$ cat src/rtl/softex_x_collector_if.sv
// rtl/softex_x_collector_if.sv - data/strb/valid/ready stream bundle for the X collector
//
// Purpose: one stream link between the datapath, the X collector and the hwpe streamer.
// Signals:
//   data  DATA_WIDTH  payload word
//   strb  STRB_WIDTH  byte strobes
//   valid 1           producer holds a beat
//   ready 1           consumer accepts the beat
// Modports: master (drives data/strb/valid), slave (drives ready).
interface softex_x_collector_if #(
   parameter int unsigned DATA_WIDTH = 32,
   parameter int unsigned STRB_WIDTH = DATA_WIDTH / 8
);
   logic [DATA_WIDTH-1:0] data;
   logic [STRB_WIDTH-1:0] strb;
   logic                  valid;
   logic                  ready;

   modport master (output data, output strb, output valid, input ready);
   modport slave  (input data, input strb, input valid, output ready);
endinterface

$ cat src/rtl/softex_x_collector.sv
// rtl/softex_x_collector.sv - collapses num_loops result beats per X element into one word
//
// Purpose: write-side counterpart of the X loop buffer. Each element arrives as L beats
// (L = num_loops_i, 0 treated as 1); the beats are reduced (last beat, or per-lane unsigned
// max with OR-ed strobes) and the single result is queued in a small FIFO towards the streamer.
// Ports:
//   clk_i        clock
//   rst_i        synchronous active-high reset
//   clear_i      synchronous soft clear, same effect as reset
//   num_loops_i  beats per element, stable while busy_o is high
//   busy_o       a partial element is held
//   cnt_o        beat index within the current element
//   buffer_i     input stream from the datapath (slave)
//   buffer_o     collected output stream (master), FIFO head
module softex_x_collector #(
   parameter int unsigned DATA_W        = 32,
   parameter int unsigned DATA_WIDTH    = DATA_W,
   parameter int unsigned STRB_WIDTH    = DATA_WIDTH / 8,
   parameter int unsigned LANE_WIDTH    = 16,
   parameter int unsigned BUF_CNT_WIDTH = 8,
   parameter int unsigned CNT_WIDTH     = BUF_CNT_WIDTH,
   parameter int unsigned DEPTH         = 2,
   parameter bit          REDUCE_MAX    = 1'b0
) (
   input  logic                 clk_i,
   input  logic                 rst_i,
   input  logic                 clear_i,
   input  logic [CNT_WIDTH-1:0] num_loops_i,
   output logic                 busy_o,
   output logic [CNT_WIDTH-1:0] cnt_o,
   softex_x_collector_if.slave  buffer_i,
   softex_x_collector_if.master buffer_o
);
   localparam int unsigned N_LANES = DATA_WIDTH / LANE_WIDTH;
   localparam int unsigned PTR_W   = $clog2(DEPTH);
   localparam logic [PTR_W:0] FULL_OCC = (PTR_W + 1)'(DEPTH);

   logic [CNT_WIDTH-1:0]             cnt_q, cnt_d, last_idx;
   logic [DATA_WIDTH-1:0]            acc_q, acc_d, red_data;
   logic [STRB_WIDTH-1:0]            acc_strb_q, acc_strb_d, red_strb;
   logic [DATA_WIDTH+STRB_WIDTH-1:0] mem_q [DEPTH];
   logic [PTR_W-1:0]                 wr_ptr_q, wr_ptr_d, rd_ptr_q, rd_ptr_d;
   logic [PTR_W:0]                   occ_q, occ_d;
   logic                             is_final, fifo_full, in_hs, push, pop;

   // Index of the final beat; a loop count of 0 behaves like 1.
   assign last_idx  = (num_loops_i == '0) ? '0 : num_loops_i - 1'b1;
   assign is_final  = (cnt_q == last_idx);
   assign fifo_full = (occ_q == FULL_OCC);

   // Output comes straight from registered FIFO state: no path from buffer_o.ready.
   assign buffer_o.valid = (occ_q != '0);
   assign {buffer_o.strb, buffer_o.data} = mem_q[rd_ptr_q];

   // Only a final beat needs FIFO space; when full, a same-cycle pop frees the slot.
   assign buffer_i.ready = ~is_final | ~fifo_full | buffer_o.ready;

   assign in_hs = buffer_i.valid & buffer_i.ready;
   assign push  = in_hs & is_final;
   assign pop   = buffer_o.valid & buffer_o.ready;

   assign busy_o = (cnt_q != '0);
   assign cnt_o  = cnt_q;

   // Reduced word including the incoming beat. The first beat of an element loads directly.
   always_comb begin
      red_data = buffer_i.data;
      red_strb = buffer_i.strb;
      if (REDUCE_MAX && (cnt_q != '0)) begin
         red_strb = acc_strb_q | buffer_i.strb;
         for (int unsigned l = 0; l < N_LANES; l++) begin
            if (acc_q[l*LANE_WIDTH +: LANE_WIDTH] > buffer_i.data[l*LANE_WIDTH +: LANE_WIDTH])
               red_data[l*LANE_WIDTH +: LANE_WIDTH] = acc_q[l*LANE_WIDTH +: LANE_WIDTH];
         end
      end
   end

   always_comb begin
      cnt_d      = cnt_q;
      acc_d      = acc_q;
      acc_strb_d = acc_strb_q;
      wr_ptr_d   = wr_ptr_q;
      rd_ptr_d   = rd_ptr_q;
      occ_d      = occ_q;
      if (in_hs) begin
         if (is_final) begin
            cnt_d      = '0;
            acc_d      = '0;
            acc_strb_d = '0;
            wr_ptr_d   = wr_ptr_q + 1'b1;
         end else begin
            cnt_d      = cnt_q + 1'b1;
            acc_d      = red_data;
            acc_strb_d = red_strb;
         end
      end
      if (pop) rd_ptr_d = rd_ptr_q + 1'b1;
      case ({push, pop})
         2'b10:   occ_d = occ_q + 1'b1;
         2'b01:   occ_d = occ_q - 1'b1;
         default: occ_d = occ_q;
      endcase
   end

   always_ff @(posedge clk_i) begin
      if (rst_i || clear_i) begin
         cnt_q      <= '0;
         acc_q      <= '0;
         acc_strb_q <= '0;
         wr_ptr_q   <= '0;
         rd_ptr_q   <= '0;
         occ_q      <= '0;
      end else begin
         cnt_q      <= cnt_d;
         acc_q      <= acc_d;
         acc_strb_q <= acc_strb_d;
         wr_ptr_q   <= wr_ptr_d;
         rd_ptr_q   <= rd_ptr_d;
         occ_q      <= occ_d;
      end
   end

   // Storage needs no reset: occupancy decides what is visible.
   always_ff @(posedge clk_i) begin
      if (push) mem_q[wr_ptr_q] <= {red_strb, red_data};
   end

`ifndef SYNTHESIS
   assert property (@(posedge clk_i) disable iff (rst_i || clear_i)
                    busy_o |-> $stable(num_loops_i))
      else $error("num_loops_i changed while an element is in progress");
`endif
endmodule

$ cat src/flat_wrapper.sv
// flat-port wrapper written by rule: the top's interface ports become plain ports
module softex_x_collector_flat 
#(
   parameter int unsigned DATA_W        = 32,
   parameter int unsigned DATA_WIDTH    = DATA_W,
   parameter int unsigned STRB_WIDTH    = DATA_WIDTH / 8,
   parameter int unsigned LANE_WIDTH    = 16,
   parameter int unsigned BUF_CNT_WIDTH = 8,
   parameter int unsigned CNT_WIDTH     = BUF_CNT_WIDTH,
   parameter int unsigned DEPTH         = 2,
   parameter bit          REDUCE_MAX    = 1'b0
)
  (clk_i, rst_i, clear_i, num_loops_i, busy_o, cnt_o, buffer_i_data, buffer_i_strb, buffer_i_valid, buffer_i_ready, buffer_o_data, buffer_o_strb, buffer_o_valid, buffer_o_ready);
  softex_x_collector_if #(.DATA_WIDTH(DATA_WIDTH), .STRB_WIDTH(STRB_WIDTH)) buffer_i_i ();
  softex_x_collector_if #(.DATA_WIDTH(DATA_WIDTH), .STRB_WIDTH(STRB_WIDTH)) buffer_o_i ();
  input  logic clk_i;
  input  logic rst_i;
  input  logic clear_i;
  input  logic [CNT_WIDTH-1:0] num_loops_i;
  output logic busy_o;
  output logic [CNT_WIDTH-1:0] cnt_o;
  input wire logic [$bits(buffer_i_i.data)-1:0] buffer_i_data;
  input wire logic [$bits(buffer_i_i.strb)-1:0] buffer_i_strb;
  input wire logic [$bits(buffer_i_i.valid)-1:0] buffer_i_valid;
  output wire logic [$bits(buffer_i_i.ready)-1:0] buffer_i_ready;
  output wire logic [$bits(buffer_o_i.data)-1:0] buffer_o_data;
  output wire logic [$bits(buffer_o_i.strb)-1:0] buffer_o_strb;
  output wire logic [$bits(buffer_o_i.valid)-1:0] buffer_o_valid;
  input wire logic [$bits(buffer_o_i.ready)-1:0] buffer_o_ready;
  assign buffer_i_i.data = buffer_i_data;
  assign buffer_i_i.strb = buffer_i_strb;
  assign buffer_i_i.valid = buffer_i_valid;
  assign buffer_i_ready = buffer_i_i.ready;
  assign buffer_o_data = buffer_o_i.data;
  assign buffer_o_strb = buffer_o_i.strb;
  assign buffer_o_valid = buffer_o_i.valid;
  assign buffer_o_i.ready = buffer_o_ready;
  softex_x_collector #(.DATA_W(DATA_W), .DATA_WIDTH(DATA_WIDTH), .STRB_WIDTH(STRB_WIDTH), .LANE_WIDTH(LANE_WIDTH), .BUF_CNT_WIDTH(BUF_CNT_WIDTH), .CNT_WIDTH(CNT_WIDTH), .DEPTH(DEPTH), .REDUCE_MAX(REDUCE_MAX)) u_core (.clk_i(clk_i), .rst_i(rst_i), .clear_i(clear_i), .num_loops_i(num_loops_i), .busy_o(busy_o), .cnt_o(cnt_o), .buffer_i(buffer_i_i), .buffer_o(buffer_o_i));
endmodule
$ cat config.mk
export PLATFORM = sky130hd
export DESIGN_NAME = softex_x_collector_flat
export DESIGN_NICKNAME = d
export VERILOG_FILES = /design/src/rtl/softex_x_collector_if.sv /design/src/rtl/softex_x_collector.sv /design/src/flat_wrapper.sv
export SDC_FILE = /design/constraint.sdc
export NUM_CORES = 1
export LEC_CHECK = 0
export BUFFER_PORTS_ARGS = -buffer_cell sky130_fd_sc_hd__clkbuf_2
export CAP_MARGIN = 20
export CORE_AREA = 8 8 90 92
export CTS_CLUSTER_DIAMETER = 200
export DETAILED_ROUTE_END_ITERATION = 8
export DIE_AREA = 0 0 98 100
export PLACE_DENSITY_LB_ADDON = 0.1
export SLEW_MARGIN = 20
export SYNTH_ARGS = -nofsm -noshare
export SYNTH_HDL_FRONTEND = slang
export SYNTH_SLANG_ARGS = --single-unit
$ cat constraint.sdc
create_clock -name clk_i -period 13.48 [get_ports clk_i]
set_input_delay 2.022 -clock clk_i [delete_from_list [all_inputs] [get_ports clk_i]]
set_output_delay 2.022 -clock clk_i [all_outputs]
set_load 0.02 [all_outputs]
-- Word level (Yosys, flattened, before mapping)
Memories as Yosys holds them, arrays and structs flattened. A register that Yosys moved wholly into a read port is not among the register bits.
Index checks and enable logic that the tools add are counted.
- bits of input ports: 49
- bits in registers: 12
- output and inout port bits: 47
- RAM bits: 72
- word-level logic and storage cells: 35
- memories: 1
- reduce and logical (&&, ||, !) cells: 6
- add/sub/neg operators: 6
- equal/unequal tests: 4
- bitwise operators: 7
- muxes and demuxes: 7
- memories (memory ; words ; width ; read ports ; clocked after memory_dff ; wr ports ; RTL line ; RTL):
    u_core.mem_q ; 2 ; 36 ; 1 ; 1 ; 1 ; softex_x_collector.sv:41 ; logic [DATA_WIDTH+STRB_WIDTH-1:0] mem_q [DEPTH];
- operator list (operator ; number):
    two-way mux 8 bit ; 2
    adder 8 x 1 -> 8 bit (second input constant) ; 1
    equality test 8 bit ; 1
    logical NOT 8 bit ; 1
    nonzero test 8 bit ; 1
    subtractor 8 x 1 -> 8 bit (second input constant) ; 1
    equality test 2 bit (second input constant) ; 2
    two-way mux 1 bit ; 4
    case mux 2 bit (2 select lines) ; 1
    nonzero test 2 bit ; 2
    bitwise AND 1 bit ; 3
    adder 1 bit (second input constant) ; 2
    adder 2 x 1 -> 2 bit (second input constant) ; 1
    equality test 2 x 1 -> 1 bit (second input constant) ; 1
    inverter 1 bit ; 2
    bitwise OR 1 bit ; 2
    AND reduction 2 bit ; 1
    subtractor 2 x 1 -> 2 bit (second input constant) ; 1
    logical OR 1 bit ; 1

-- Depth between registers and ports, before layout
Gate-level depths: netlist of run 1.
- word-level depth: 10
- mapped depth: 12
- mapped depth without buffers: 12

-- Worst setup path after synthesis of run 1
Ideal clock, no wire load.
- path kind: input to register
- start: in num_loops_i[0]
- end: mem u_core.mem_q[0][0] (netlist bit) (enable)
- path buffers: 0
- cell stages on the path: 9
- data required time: 13051 ps
- data arrival time: 5444 ps
- setup time: 429 ps
- setup slack: 7606 ps
- cell sequence: inv_1 ha_1 nor3b_1 or3b_2 a311o_1 a311oi_1 and4_1 inv_1 nor2_1
- longest elaborated chain between the ends: 10
- elaborated cells between the ends (all ways): 11
- those cells by class: add/sub: 1; eq/ne: 1; mux: 3; bitwise: 5; reduce/logical: 1
- ends and longest elaborated chain (element ; RTL line ; RTL):
    from (decl) ; flat_wrapper.sv:19 ; input logic [CNT_WIDTH-1:0] num_loops_i;
    subtractor 8 x 1 -> 8 bit or logical NOT 8 bit (tied branches) ; softex_x_collector.sv:47 ; assign last_idx = (num_loops_i == '0) ? '0 : num_loops_i - 1'b1;
    two-way mux 8 bit * ; softex_x_collector.sv:47 ;
    equality test 8 bit * ; softex_x_collector.sv:48 ; assign is_final = (cnt_q == last_idx);
    inverter 1 bit ; softex_x_collector.sv:56 ; assign buffer_i.ready = ~is_final | ~fifo_full | buffer_o.ready;
    bitwise OR 1 bit (2 in series) ; softex_x_collector.sv:56 ;
    bitwise AND 1 bit ; softex_x_collector.sv:58 ; assign in_hs = buffer_i.valid & buffer_i.ready;
    bitwise AND 1 bit * ; softex_x_collector.sv:59 ; assign push = in_hs & is_final;
    two-way mux 1 bit * ; softex_x_collector.sv:125 ; if (push) mem_q[wr_ptr_q] <= {red_strb, red_data};
    two-way mux 1 bit (implied by the code) * ; softex_x_collector.sv:125 ;
    to (decl) ; softex_x_collector.sv:41 ;
Every way passes the cells marked *; elsewhere a longest branch is shown, timed or not.

-- Final worst setup path of run 1
- start: in num_loops_i[0]
- end: out buffer_i_ready
- longest elaborated chain between the ends: 6
- elaborated cells between the ends (all ways): 7
- those cells by class: add/sub: 1; eq/ne: 1; mux: 1; bitwise: 3; reduce/logical: 1
- ends and longest elaborated chain (element ; RTL line ; RTL):
    subtractor 8 x 1 -> 8 bit or logical NOT 8 bit (tied branches) ; softex_x_collector.sv:47 ;
    two-way mux 8 bit * ; softex_x_collector.sv:47 ;
    equality test 8 bit * ; softex_x_collector.sv:48 ;
    inverter 1 bit * ; softex_x_collector.sv:56 ;
    bitwise OR 1 bit * (2 in series) ; softex_x_collector.sv:56 ;
    to (decl) ; flat_wrapper.sv:25 ; output wire logic [$bits(buffer_i_i.ready)-1:0] buffer_i_ready;
Marks and branches as above.

==> results.txt, run 1 <==
----------------------------------------------------
[Routing]
  Post-detailed-route wirelength per cell ... 16.0 um
  DRC violations left ... 0
  Wire length on met1 ... 3130 um
  Per-cell via count in the routed design ... 5.40
  Highest layer used for signal routing ... met4
  Total iterations of the first detailed-routing run ... 4
  Number of vias in the routed layout ... 2307
  Routed length on met2 ... 3220 um
  Iteration-0 DRC Markers ... 92
  Total Routed Length ... 6850 um
  Number of nets with antenna violations after detailed routing ... 0
  Met3 wirelength from detailed routing ... 441 um

[Layout]
  Antenna diode instance count ... 0
  Fraction of final layout cells sized beyond drive strength 1 ... 0.447
  Area overhead of the layout relative to synthesis ... 21.4%
  Net count, final ... 395

[Clock network]
  Clock sink count ... 85
  CTS root buffer ... sky130_fd_sc_hd__clkbuf_8
  H-Tree Level Count ... 3
  Number of buffers on the longest clock path ... 2
  Number of gates resized after CTS ... 0
  TritonCTS buffer count ... 9
  CTS tree ... done
  Register clock-pin slew on the reported worst setup and hold paths ... 80 ps
  Hold bufs inserted after CTS ... 0
  Clock insertion delay at the later pin of the skew report ... 340 ps
  Number of buffers inserted to repair setup after CTS ... 0

[Yosys]
  Fraction of the mapped netlist area in adder cells ... 0.0139
  FF+latch count, synth ... 85
  Cell type with the highest aggregate area in the netlist ... sky130_fd_sc_hd__edfxtp_1
  Synthesized-area fraction occupied by and/or/nand/nor cells ... 0.100
  Combinational family with the most area after synthesis ... multiplexers
  Library cell with the highest instance count after synthesis ... sky130_fd_sc_hd__edfxtp_1
  Xor-xnor portion of the synthesized cell area ... 0.0244
  Asr flop ratio synth ... 0
  Sequential fraction of the synthesis area ... 0.674
  Multiplexer share of the synthesized area ... 0.116
  Most used DFF post-synth ... sky130_fd_sc_hd__edfxtp_1
  Yosys warnings ... 0
  Synthesized area divided by synthesized cell count ... 14.9 um2
  Synthesized area ... 3600 um2
  Post-Synthesis Net Count ... 295
  Number of enable-type register cells in the synthesized netlist ... 72
  Complex-gate fraction of the synthesized area ... 0.0567
  Top cells by count, synth ... sky130_fd_sc_hd__edfxtp_1 (72), sky130_fd_sc_hd__mux2_2 (36), sky130_fd_sc_hd__dfxtp_1 (13), sky130_fd_sc_hd__nor2_1 (13)
  Number of distinct library cells after synthesis ... 47
  Yosys top cell area share ... 0.601
  Cell count after synthesis ... 242
  Ranking of synthesized cells by area ... sky130_fd_sc_hd__edfxtp_1 (60%), sky130_fd_sc_hd__mux2_2 (11%), sky130_fd_sc_hd__dfxtp_1 (7.2%), sky130_fd_sc_hd__ha_1 (1.4%), sky130_fd_sc_hd__nor2_1 (1.4%)

[Global route]
  Via count of the first global-routing pass ... 2357
  Maximum number of pins on one net before global-route repair ... 37
  Antenna violations before repair ... 0
  Wire length of the first global-routing pass ... 10800 um
  Total track usage ... 0.140
  Global route overflow ... 0

[Power and ir drop]
  Power density over the cells ... 109 nW/um2
  Internal power ... 380 uW
  Switch share ... 0.206
  Relative contribution of the clock network to total power ... 0.361
  Leakage component of the power ... 0.00164 uW
  Power share of the sequential group ... 0.596
  Maximum vdd drop ... 0.0509 mV
  Net switching component of the power ... 98.4 uW
  Part of the power in combinational logic ... 0.043

[Timing]
  Clock skew ... 7.97 ps
  Final setup margin ... 7280 ps
  Number of hold violations in the final report ... 0
  Final max-slew violation count ... 0
  Relative slew margins ... 0.401
  Max frequency ... 161 MHz
  Tightest Pin Transition ... 899 ps
  TNS Setup ... 0 ps
  RSZ-0062 raised after global routing ... no
  Time the worst path needs with I/O delays and setup ... 6200 ps
  Final cycle utilization of the critical path ... 0.460
  Count of final setup violators ... 0

[Critical path]
  Worst path required time ... 11460 ps
  Class of the most critical setup path ... in2out
  Worst EP arrival ... 4180 ps
  Kind of start point of the critical path ... input pin
  Crit end category ... output pin
  Highest fanout seen on the critical path ... 6

[Placed design]
  Placer's final routability congestion estimate ... 0.819
  HPWL after detailed placement ... 4870 um
  Pre-CTS setup slack ... 7300 ps
  Port-buffer cells ... 95

[Floorplanning]
  Overall die width ... 98 um
  Initial Util ... 0.541
  Site Rows ... 30
  Die height ... 100 um
  Core region area ... 6640 um2
  DIE AREA ... 9800 um2
  Number of top-level pins ... 96

[Worst hold path]
  Hold Crit Class ... reg2reg

[Job]
  Max Cap Violations ... 0

[Status]
  Status ... completed

----------------------------------------------------
[cell usage in the layout (no fill, tap or decap), drive strengths merged, types with 4 or more instances in the layout]
cell	instances
clkbuf	105
ha	4
xnor2	5
dfxtp	13
nor2	13
xor2	5
a21oi	7
mux2	36
edfxtp	72
or3	8
o21ai	8
nand2	7
nand3	6
and3	4
inv	7
[flip-flops by register name, indices dropped and copies added (netlist names), named ones only]
signal           count
u_core.wr_ptr_q      1
u_core.cnt_o         8
u_core.mem_q        72
u_core.occ_q         2
u_core.rd_ptr_q      1
[final timing paths]
path / from / end / slack, ps / depth (start not counted)
max: num_loops_i[0] / buffer_i_ready / 7280 / 9
min: u_core.occ_q[1] / u_core.occ_q[1] / 510 / 2
max reg2reg: u_core.cnt_o[1] / u_core.mem_q[1][14] / 10460 / 5
min reg2reg: u_core.occ_q[1] / u_core.occ_q[1] / 510 / 2
[routing by layer]
metal / vias to the layer above / track usage
met5: - / 0
met4: 0 / 0.0516
met3: 9 / 0.0512
met2: 81 / 0.227
met1: 1087 / 0.168
li1: 1130 / -
[area by class of cell]
class | count | area, um2
clock inverters | 6 | 62.6
flip-flops and latches | 85 | 2420
repair buffers | 96 | 503
fillers | 509 | 2280
well taps | 80 | 100
multi-input cells | 144 | 1130
clock buffers | 10 | 128
inverters | 6 | 22.5
[through the flow]
| stage | area, um2 | hold WS (ps) | instances | utilization | total power, uW |
|---|---|---|---|---|---|
| global route | 4370 | 556 | 427 | 0.657 | 494 |
| detailed placement | 4150 | 495 | 410 | 0.624 | 312 |
| CTS | 4340 | 507 | 426 | 0.653 | 483 |
| global placement | 4150 | 484 | 410 | 0.624 | 311 |
| floorplan | 3600 | 462 | 242 | - | 300 |
| finish | 4370 | 511 | 427 | 0.657 | 478 |
[cell families (layout without fill, tap and decap cells)]
kind of cell	Yosys count	count (layout)
XOR/XNOR	10	10
buffers and inverters	13	118
adder cells (fa/ha/maj)	4	4
AND/OR/NAND/NOR	63	63
flip-flops	85	85
multiplexers	37	37
AO/OA/AOI/OAI	30	30
[power groups by stage]
stage | Sequential [uW] | Combinational (uW) | Clock (uW)
after CTS | 285 | 20.7 | 177
after detailed placement | 291 | 20.6 | 0
after global routing | 285 | 22.9 | 186
after global placement | 291 | 19.9 | 0
final | 285 | 20.6 | 172
after floorplan | 291 | 8.93 | 0
[critical path, cell delays in order]
cell and delay [ps]:
sky130_fd_sc_hd__clkbuf_2 110, sky130_fd_sc_hd__inv_1 80, sky130_fd_sc_hd__ha_1 260, sky130_fd_sc_hd__nor3b_1 540, sky130_fd_sc_hd__nand2_1 150, sky130_fd_sc_hd__a311o_1 300, sky130_fd_sc_hd__a311oi_1 410, sky130_fd_sc_hd__nand3_1 130
sky130_fd_sc_hd__clkbuf_2 180
No activity file was read; power rests on OpenSTA's default activity.
==> run 2, diff against run 1 <==
--- a/config.mk
+++ b/config.mk
@@ -7,10 +7,10 @@
 export LEC_CHECK = 0
 export BUFFER_PORTS_ARGS = -buffer_cell sky130_fd_sc_hd__clkbuf_2
 export CAP_MARGIN = 20
-export CORE_AREA = 8 8 90 92
+export CORE_AREA = 8 8 93 95
 export CTS_CLUSTER_DIAMETER = 200
 export DETAILED_ROUTE_END_ITERATION = 8
-export DIE_AREA = 0 0 98 100
+export DIE_AREA = 0 0 101 103
 export PLACE_DENSITY_LB_ADDON = 0.1
 export SLEW_MARGIN = 20
 export SYNTH_ARGS = -nofsm -noshare
==> constraint.sdc (replaced) <==
create_clock -name clk_i -period 6.3 [get_ports clk_i]
set_input_delay 0.945 -clock clk_i [delete_from_list [all_inputs] [get_ports clk_i]]
set_output_delay 0.945 -clock clk_i [all_outputs]
set_load 0.02 [all_outputs]
==> run 2 against run 1 <==
Net effect: sequential power grew 110%; global-route usage rose by 0.17 points; total power rose by 130%; flip-flop and latch count is the same; non-clock buffer count is 1 lower; combinational power grew 120%; count of clock-buffer cells in the layout unchanged; clock skew fell by 4.0 ps; critical endpoint unchanged.
==> results.txt, run 2 (synthesis results as in run 1) <==
----------------------------------------------------
[Critical path]
  Library cell contributing the largest single delay on the critical path ... sky130_fd_sc_hd__nor3b_1
  Worst EP arrival ... 3210 ps (-970 ps)
  Crit end category ... output pin
  Worst-path cell chain ... clkbuf_2 -> inv_1 -> ha_1 -> nor3b_1 -> nand2_1 -> a311o_1 -> a311oi_1 -> nand3_1 -> clkbuf_2
  Worst path required time ... 5350 ps (-6110 ps)
  Category of cells accounting for the largest share of critical-path delay ... simple AND/OR/NAND/NOR gates
  Highest fanout seen on the critical path ... 6 (unchanged)
  Total buffers and inverters traversed by the critical path ... 3 (unchanged)
  Class of the most critical setup path ... in2out
  Library cell appearing most often on the critical path ... sky130_fd_sc_hd__clkbuf_2
  Kind of start point of the critical path ... input pin
  Peak per-stage delay on the critical path ... 570 ps (+30 ps)

[Clock network]
  CTS tree ... done
  Number of buffers inserted to repair setup after CTS ... 0 (unchanged)
  Number of buffers on the longest clock path ... 2 (unchanged)
  TritonCTS buffer count ... 9 (unchanged)
  H-Tree Level Count ... 3 (unchanged)
  Clock insertion delay at the later pin of the skew report ... 350 ps (about the same)
  Hold bufs inserted after CTS ... 0 (unchanged)
  Register clock-pin slew on the reported worst setup and hold paths ... 80 ps (about the same)
  CTS root buffer ... sky130_fd_sc_hd__clkbuf_8
  Clock sink count ... 85 (unchanged)
  Number of gates resized after CTS ... 0 (unchanged)

[Timing]
  Count of final setup violators ... 0 (unchanged)
  RSZ-0062 raised after global routing ... no
  TNS Setup ... 0 ps (unchanged)
  Tightest Pin Transition ... 1010 ps (+113 ps)
  Final max-slew violation count ... 0 (unchanged)
  Number of hold violations in the final report ... 0 (unchanged)
  Final cycle utilization of the critical path ... 0.659
  Final setup margin ... 2150 ps (-5130 ps)
  Time the worst path needs with I/O delays and setup ... 4150 ps
  Relative slew margins ... 0.324 (-0.0771)
  Max frequency ... 241 MHz
  Clock skew ... 3.96 ps (-4.01 ps)

[Routing]
  Per-cell via count in the routed design ... 5.23 (-3.2%)
  Number of nets with antenna violations after detailed routing ... 0 (unchanged)
  Total Routed Length ... 7150 um (+4.3%)
  Iteration-0 DRC Markers ... 122 (+33%)
  Total iterations of the first detailed-routing run ... 4 (unchanged)
  Number of vias in the routed layout ... 2328 (+0.91%)
  Post-detailed-route wirelength per cell ... 16.1 um (+0.13%)
  DRC violations left ... 0 (unchanged)

[Layout]
  Antenna diode instance count ... 0 (unchanged)
  Area overhead of the layout relative to synthesis ... 22.6%
  Area occupied by registers ... 2420 um2 (unchanged)
  Most common cell after layout, fill and taps aside ... sky130_fd_sc_hd__clkbuf_2
  Post-Route Utilization ... 0.618 (-0.0393)
  Fill cell count ... 629 (+24%)
  Number of flip-flops in the largest register ... 72 (unchanged)
  Net count, final ... 394 (-0.25%)
  Fraction of final layout cells sized beyond drive strength 1 ... 0.445 (-0.00160)
  Register with the most flip-flops ... u_core.mem_q
  Commonest non-fill, non-tap cells in the layout ... sky130_fd_sc_hd__clkbuf_2 (95), sky130_fd_sc_hd__edfxtp_1 (72), sky130_fd_sc_hd__mux2_2 (36)
  Area occupied by multi-input gates ... 1130 um2 (unchanged)

[Floorplanning]
  Number of top-level pins ... 96 (unchanged)
  DIE AREA ... 10400 um2 (+6.2%)
  Overall die width ... 101 um (+3.1%)
  Initial Util ... 0.504 (-0.0374)
  Core region area ... 7140 um2 (+7.4%)
  Die height ... 103 um (+3.0%)
  Site Rows ... 31 (+3.3%)

[Placed design]
  Placer's final routability congestion estimate ... 0.858 (+4.7%)
  Port-buffer cells ... 95 (unchanged)
  HPWL after detailed placement ... 5040 um (+3.6%)
  Pre-CTS setup slack ... 1790 ps (-5510 ps)

[Job]
  Max Cap Violations ... 0 (unchanged)

[Status]
  Status ... completed

[Power and ir drop]
  Power density over the cells ... 250 nW/um2 (+130%)
  Leakage component of the power ... 0.00165 uW (+0.78%)
  Maximum vdd drop ... 0.134 mV (+160%)

[Global route]
  Wire length of the first global-routing pass ... 11300 um (+4.6%)
  Total track usage ... 0.142 (+0.00174)
  Global route overflow ... 0 (unchanged)
  Maximum number of pins on one net before global-route repair ... 37 (unchanged)
  Antenna violations before repair ... 0 (unchanged)
  Via count of the first global-routing pass ... 2330 (-1.1%)

[Worst hold path]
  Hold Crit Class ... reg2reg

----------------------------------------------------
## run 2: cell count changes in the layout (fill, tap and decap cells not counted), sizes merged
cell	delta
buf	-1
clkinvlp	-1
clkinv	-1
bufinv	+2
## run 2: report_power, final
group	total (uW)	internal [uW]	leakage [uW]	switching, uW
Sequential	610	609	0.000752	0.851
Clock	449	264	0.000115	186
Combinational	45.2	20.7	0.000783	24.5
Total	1100	893	0.00165	211
## run 2: routing by layer
layer	wire, um	up-vias	GRT usage
li1	-	1125	-
met1	3210	1117	0.179
met2	3300	71	0.217
met3	493	15	0.0452
met4	146	0	0.0722
met5	0	-	0
## run 2: worst reg2reg max path, stage by stage, from the launching register on
cell                       delay, ps
sky130_fd_sc_hd__dfxtp_1         440
sky130_fd_sc_hd__inv_1           110
sky130_fd_sc_hd__or4_1           500
sky130_fd_sc_hd__a311oi_1        490
sky130_fd_sc_hd__and4_1          330
sky130_fd_sc_hd__inv_1            90
sky130_fd_sc_hd__nor2_4          770
## run 2: final timing paths
check,startpoint,end,slack [ps],cells after the start
setup / recovery,num_loops_i[0],buffer_i_ready,2150,9
hold / removal,u_core.occ_q[1],u_core.occ_q[1],500,2
setup reg to reg,u_core.cnt_o[1],u_core.mem_q[0][10],3180,6
hold reg to reg,u_core.occ_q[1],u_core.occ_q[1],500,2
## run 2: cell type report
cell class                 count  area share
tap                           99      0.0281
timing repair buffer          95       0.108
clock inverter                 6      0.0250
multi-input combinational    144       0.255
sequential                    85       0.550
clock buffer                  10      0.0289
inverter                       6     0.00511
## run 2: stage by stage
step	power [uW]	instances	instance area [um2]	hold WS, ps
after floorplan	642	242	3600	462
after global placement	666	429	4170	479
final	1100	445	4410	498
after global routing	1140	445	4410	522
after CTS	1120	445	4410	503
after detailed placement	668	429	4170	492
